--- src/rtl/uart_pkg.sv ---
`default_nettype none
// ============================================================================
// Module : uart_pkg
// Brief  : Shared state encoding and line-level constants for the UART TX.
// Rev    : 1.0
// ============================================================================
package uart_pkg;

    typedef enum logic [2:0] {
        IDLE   = 3'd0,
        START  = 3'd1,
        DATA   = 3'd2,
        PARITY = 3'd3,
        STOP   = 3'd4
    } uart_state_e;

    localparam logic START_BIT  = 1'b0;
    localparam logic STOP_BIT   = 1'b1;
    localparam logic IDLE_LEVEL = 1'b1;

    localparam logic PAR_EVEN = 1'b0;
    localparam logic PAR_ODD  = 1'b1;

endpackage : uart_pkg
`default_nettype wire

--- src/rtl/uart_tx_parity_calc.sv ---
`default_nettype none
// ============================================================================
// Module : uart_tx_parity_calc
// Brief  : Combinational even/odd parity over one payload word.
// Rev    : 1.0
// ============================================================================
module uart_tx_parity_calc
    import uart_pkg::*;
#(
    parameter int DATA_WIDTH = 8
) (
    input  logic [DATA_WIDTH-1:0] data_i,
    input  logic                  par_typ_i,
    output logic                  parity_o
);

    logic w_xor;

    assign w_xor    = ^data_i;
    assign parity_o = (par_typ_i == PAR_ODD) ? ~w_xor : w_xor;

endmodule : uart_tx_parity_calc
`default_nettype wire

--- src/rtl/uart_tx.sv ---
`default_nettype none
// ============================================================================
// Module : uart_tx
// Brief  : One-bit-per-clock UART transmitter: start, LSB-first data,
//          optional parity, stop. All outputs registered.
// Rev    : 1.0
// ============================================================================
module uart_tx
    import uart_pkg::*;
#(
    parameter int DATA_WIDTH = 8
) (
    input  logic                  clk,
    input  logic                  rst,
    input  logic                  par_typ,
    input  logic                  par_en,
    input  logic [DATA_WIDTH-1:0] p_data,
    input  logic                  data_valid,
    output logic                  tx_out,
    output logic                  busy
);

    localparam int CNT_W = (DATA_WIDTH > 1) ? $clog2(DATA_WIDTH) : 1;
    localparam logic [CNT_W-1:0] LAST_BIT = CNT_W'(DATA_WIDTH - 1);

    uart_state_e           state_q;
    logic [CNT_W-1:0]      cnt_q;
    logic [DATA_WIDTH-1:0] data_q;
    logic                  par_bit_q;
    logic                  par_en_q;
    logic                  tx_q;
    logic                  busy_q;
    logic                  parity_d;

    // Parity is taken from the word being accepted, so it matches the latched copy.
    uart_tx_parity_calc #(
        .DATA_WIDTH (DATA_WIDTH)
    ) u_parity (
        .data_i    (p_data),
        .par_typ_i (par_typ),
        .parity_o  (parity_d)
    );

    always_ff @(posedge clk) begin
        if (rst) begin
            state_q   <= IDLE;
            cnt_q     <= '0;
            data_q    <= '0;
            par_bit_q <= 1'b0;
            par_en_q  <= 1'b0;
            tx_q      <= IDLE_LEVEL;
            busy_q    <= 1'b0;
        end else begin
            case (state_q)
                IDLE: begin
                    tx_q   <= IDLE_LEVEL;
                    busy_q <= 1'b0;
                    if (data_valid) begin
                        data_q    <= p_data;
                        par_en_q  <= par_en;
                        par_bit_q <= parity_d;
                        state_q   <= START;
                        tx_q      <= START_BIT;
                        busy_q    <= 1'b1;
                    end
                end
                START: begin
                    // The held word is shifted out so bit 0 is always the next to send.
                    state_q <= DATA;
                    cnt_q   <= '0;
                    tx_q    <= data_q[0];
                    data_q  <= data_q >> 1;
                end
                DATA: begin
                    if (cnt_q == LAST_BIT) begin
                        if (par_en_q) begin
                            state_q <= PARITY;
                            tx_q    <= par_bit_q;
                        end else begin
                            state_q <= STOP;
                            tx_q    <= STOP_BIT;
                        end
                    end else begin
                        cnt_q  <= cnt_q + CNT_W'(1);
                        tx_q   <= data_q[0];
                        data_q <= data_q >> 1;
                    end
                end
                PARITY: begin
                    state_q <= STOP;
                    tx_q    <= STOP_BIT;
                end
                STOP: begin
                    state_q <= IDLE;
                    tx_q    <= IDLE_LEVEL;
                    busy_q  <= 1'b0;
                end
                default: begin
                    state_q <= IDLE;
                    tx_q    <= IDLE_LEVEL;
                    busy_q  <= 1'b0;
                end
            endcase
        end
    end

    assign tx_out = tx_q;
    assign busy   = busy_q;

endmodule : uart_tx
`default_nettype wire

--- config.mk ---
export PLATFORM = sky130hd
export DESIGN_NAME = uart_tx
export DESIGN_NICKNAME = d
export VERILOG_FILES = /design/src/rtl/uart_pkg.sv /design/src/rtl/uart_tx_parity_calc.sv /design/src/rtl/uart_tx.sv
export SDC_FILE = /design/constraint.sdc
export NUM_CORES = 1
export LEC_CHECK = 0
export CORE_MARGIN = 4
export CORE_UTILIZATION = 51
export CTS_BUF_LIST = sky130_fd_sc_hd__clkbuf_16
export DETAILED_ROUTE_END_ITERATION = 7
export PLACE_DENSITY = 0.78
export SLEW_MARGIN = 30
export SYNTH_ARGS = -nofsm -noshare
export SYNTH_HDL_FRONTEND = slang
export SYNTH_HIERARCHICAL = 1
export SYNTH_SLANG_ARGS = --single-unit
--- constraint.sdc ---
create_clock -name clk -period 2.5 [get_ports clk]
set_clock_uncertainty 0.2 [all_clocks]
set_input_delay 0.5 -clock clk [delete_from_list [all_inputs] [get_ports clk]]
set_output_delay 0.5 -clock clk [all_outputs]
set_load 0.01 [all_outputs]
# After elaboration in Yosys (flattened, before gate mapping)
# Cells that the tools add are included.
[op_classes]
bitwise = 1
n_reduce_logical = 9
eq_ne = 7
add_sub_neg = 1
n_mux = 16
[op_table]
columns = ["operator", "n"]
rows = [
  ["8-bit case mux with 3 select lines", 1],
  ["8-bit 2-to-1 mux", 2],
  ["3-bit 2-to-1 mux", 4],
  ["3-bit case mux with 4 select lines", 1],
  ["8-bit XOR reduction", 1],
  ["3-bit by 2-bit == test with 1-bit output, second input constant", 2],
  ["2-bit inequality test, second input constant", 3],
  ["3-bit case mux with 2 select lines", 1],
  ["2-bit AND reduction", 3],
  ["1-bit 2-to-1 mux", 5],
  ["3-bit by 1-bit adder with 3-bit output, second input constant", 1],
  ["3-bit by 1-bit == test with 1-bit output, second input constant", 1],
  ["3-bit == test, second input constant", 1],
  ["3-bit zero test", 1],
  ["1-bit case mux with 3 select lines", 1],
  ["3-bit AND reduction", 1],
  ["3-bit nonzero test", 1],
  ["3-bit OR reduction", 1],
  ["1-bit case mux with 2 select lines", 1],
  ["2-bit nonzero test", 1],
  ["1-bit inverter", 1],
]
[totals]
reg_bits = 18

# Longest topological paths before layout
# Gate-level depths: netlist of the first run.
[depth]
word_depth = 3
ltp_mapped = 6

# By module
# Netlist of the first run, hierarchy kept.
[modules_own_cells]
columns = ["module", "instances", "area_per_inst_um2", "cells_per_inst"]
rows = [
  ["uart_tx", 1, 877.1, 94],
  ["uart_tx_parity_calc", 1, 82.6, 7],
]

# Worst setup path after synthesis of the first run
# OpenSTA, ideal clock, no wires.
[synth_path]
kind = "reg2reg"
startpoint = "register cnt_q[0]"
endpoint = "register data_q[0]"
path_buffers = 1
slack_ns = 0.588
setup_time_ns = 0.139
arrival_ns = 1.573
stages_incl_launch_ff = 7
path_cell_list = "dfxtp_1 ha_1 ha_1 or3b_1 buf_2 a221oi_1 a221oi_1"
[synth_via]
elab_chain_cells = 3
[synth_lines]
columns = ["item", "line", "source"]
rows = [
  ["start, declared", "uart_tx.sv:27", "logic [CNT_W-1:0] cnt_q;"],
  ["start signal, assigned", "uart_tx.sv:84", "cnt_q <= cnt_q + CNT_W'(1);"],
  ["3-bit == test", "uart_tx.sv:75", "if (cnt_q == LAST_BIT) begin"],
  ["2-bit inequality test (no line)", "--", ""],
  ["3-bit AND reduction (no line)", "--", ""],
  ["end signal, assigned", "uart_tx.sv:59", "data_q <= p_data;"],
  ["end signal, assigned", "uart_tx.sv:72", "data_q <= data_q >> 1;"],
  ["end signal, assigned", "uart_tx.sv:86", "data_q <= data_q >> 1;"],
  ["end, declared", "uart_tx.sv:28", "logic [DATA_WIDTH-1:0] data_q;"],
]
# Every way passes these cells.
# A chain may end at the register's enable or synchronous reset.

# Worst setup path in the final report of the first run
[layout_path]
startpoint = "register cnt_q[0]"
endpoint = "register data_q[5]"
# Same word-level chain as after synthesis.

==> metrics, run 1 <==
outcome finished, final reports clean; Slew Viols, Final 0; hpwl dp 1420 um; hold_buf cts 0; Crit. End Element flip-flop; Die W 51.4 um; Die Ht 51.4 um; count of cell types in the netlist 31; Data arrival, critical path 2.19 ns; unrepaired setup endpoints after global routing false; cts bufs inserted 3; drt drc 0; R2R cell count 5; max_cap viols 0; RR Startpoint cnt_q[0]; DRT Pass-1 Iters 4; first-pass GRT wire length 3350 um; fmax 444 MHz; Crit Path Class reg -> reg; Worst Hold Class reg -> reg; CTS tree done; core region area 1760 sq um; R2R Setup Slk 0.25 ns; Initial Utilization 54.4%; worst skew pair latency 0.25 ns; commonest non-fill, non-tap cells in the layout 18 x dfxtp_1, 14 x a221oi_1, 14 x clkdlybuf4s50_1; initial antenna violation count 0; Initial DRC Count 13; count of state elements after synthesis 18; Clock Pin Slew Worst Setup and Hold Paths 0.05 ns; Util after Layout 67.4%; routed vias/inst 5.57; gr ovfl total 0; crit-path max FO 11; worst reg2reg endpoint data_q[5]; pin count of the biggest net entering global routing 22; Syn-to-layout area delta 23.9%; setup_tns 0 ns; pwr/cell area 684 nW/um^2; Final Hold Violating Endpoints 0; crit path from cnt_q[0]; # diodes 0; die area 2640 sq um; leak pwr 0.482 nW; Post-CTS Setup Inserts 0; Avg WL per Cell 14.1 um; number of global-route vias before repair 740; Fillers 154; IO Pins 15; fin crit period 2.25 ns; Worst Path Required 2.44 ns; part of the Yosys area used for sequential elements 37.5%; Placement Rows 15; GPL Wtd Cong 0.779; H-tree depth 1; GRT Total Usage 17.1%; Post-Route WL 1950 um; commonest non-fill, non-tap cell in the layout dfxtp_1; Port Buf Inserts 14; Post-Syn Instances 101; Clock Tree Buf Depth 2; CTS Root Buffer Type clkbuf_16; Setup-failing EPs final 0; fin crit share 90.1%; startpoint types flip-flop; synth warn 6; CTS Sinks 18; Mean Syn Cell Area 9.50 sq um; Post-Syn Area 960 sq um; share of layout cells above drive strength 1 7.89%; CTS resizes 0; Setup crit end data_q[5]; worst ir drop on vdd 0.000709 V; Max-slew headroom 53.9%; final net count 131; via count 774; Routed Antenna Nets 0; worst slew pin tran 0.691 ns; syn nets 116
## layout make-up
class	count	area (sq um)	share of cell area (%)
clock buffers	3	75.1	6.32
inverters	10	37.5	3.16
multi-input cells	67	529	44.5
flip-flops and latches	18	360	30.3
well taps	25	31.3	2.63
repair buffers	16	155	13.1
## cell families (layout without fill, tap and decap cells)
group | Yosys count | after routing | synth area share, %
compound gates | 34 | 34 | 27.0
xor+xnor | 9 | 9 | 10.4
fa+ha+maj | 2 | 2 | 2.61
buf+inv | 16 | 29 | 7.30
flops | 18 | 18 | 37.5
mux | 3 | 3 | 3.13
simple gates | 19 | 19 | 12.0
## critical path: stages, from the launching register on
cell and delay [ns]:
dfxtp_1 0.32, ha_1 0.20, ha_1 0.23, or3b_1 0.55, a21o_1 0.31, a221oi_1 0.34
## worst min path at each step
stage / startpoint / end / slack [ns] / cells past startpoint
after floorplan: cnt_q[1] / cnt_q[1] / 0.23 / 2
after global placement: cnt_q[2] / cnt_q[2] / 0.24 / 2
after detailed placement: cnt_q[2] / cnt_q[2] / 0.25 / 2
after CTS: cnt_q[2] / cnt_q[2] / 0.25 / 2
after global routing: cnt_q[2] / cnt_q[2] / 0.29 / 2
final: cnt_q[2] / cnt_q[2] / 0.26 / 2
## Yosys cell counts (all sizes together)
cell	count	share of area, %
a21o	2	1.6
a21oi	2	1.0
a221oi	14	13
a31oi	1	0.65
a32o	1	1.0
and2	1	0.65
buf	3	2.2
clkbuf	3	1.2
dfxtp	18	38
ha	2	2.6
inv	10	3.9
mux2i	3	3.1
nand2	3	1.2
nand2b	3	2.0
nor2	4	1.6
nor2b	3	2.0
nor3	2	1.6
nor4	1	0.65
nor4b	1	1.6
o211a	1	1.0
o211ai	1	0.78
o21ai	8	4.2
o21bai	1	1.2
o2bb2ai	3	2.7
or3b	1	0.91
xnor2	6	6.3
xnor3	1	2.3
xor2	2	1.8
## registers in the layout, indices dropped and copies added (netlist names)
register / flops
data_q: 8
cnt_q: 3
state_q: 3
busy: 1
par_bit_q: 1
par_en_q: 1
tx_out: 1
## stage by stage
stage | setup WS [ns] | area (sq um) | instances | hold slack [ns] | total power [mW]
2_1_floorplan | 0.588 | 960 | 101 | 0.233 | 0.456
3_3_place_gp | 0.318 | 1110 | 136 | 0.242 | 0.505
3_5_place_dp | 0.279 | 1110 | 136 | 0.250 | 0.508
5_1_grt | 0.149 | 1190 | 139 | 0.286 | 0.854
6_report | 0.247 | 1190 | 139 | 0.256 | 0.814
4_1_cts | 0.274 | 1190 | 139 | 0.255 | 0.821
## report_power, final
| group | switching [mW] | total (mW) | internal (mW) |
|---|---|---|---|
| clock network | 0.101 | 0.311 | 0.210 |
| logic | 0.0789 | 0.170 | 0.0911 |
| registers | 0.0174 | 0.333 | 0.316 |
## metal layers
metal / vias to the layer above / global-route usage, % / part of all wire [%]
met5: - / 0 / 0
met1: 356 / 23.4 / 49
met2: 13 / 26.3 / 47
li1: 401 / - / -
met4: 0 / 3.93 / 1.2
met3: 4 / 5.25 / 3.6
Note: power is estimated with default switching activity, not from simulation.
==> inputs of run 2 (changes only) <==
--- a/config.mk
+++ b/config.mk
@@ -15,3 +15,4 @@
 export SYNTH_HDL_FRONTEND = slang
 export SYNTH_HIERARCHICAL = 1
 export SYNTH_SLANG_ARGS = --single-unit
+export TNS_END_PERCENT = 5
==> results of run 2 <==
Final layout, timing and power as in run 1 (identical DEF).
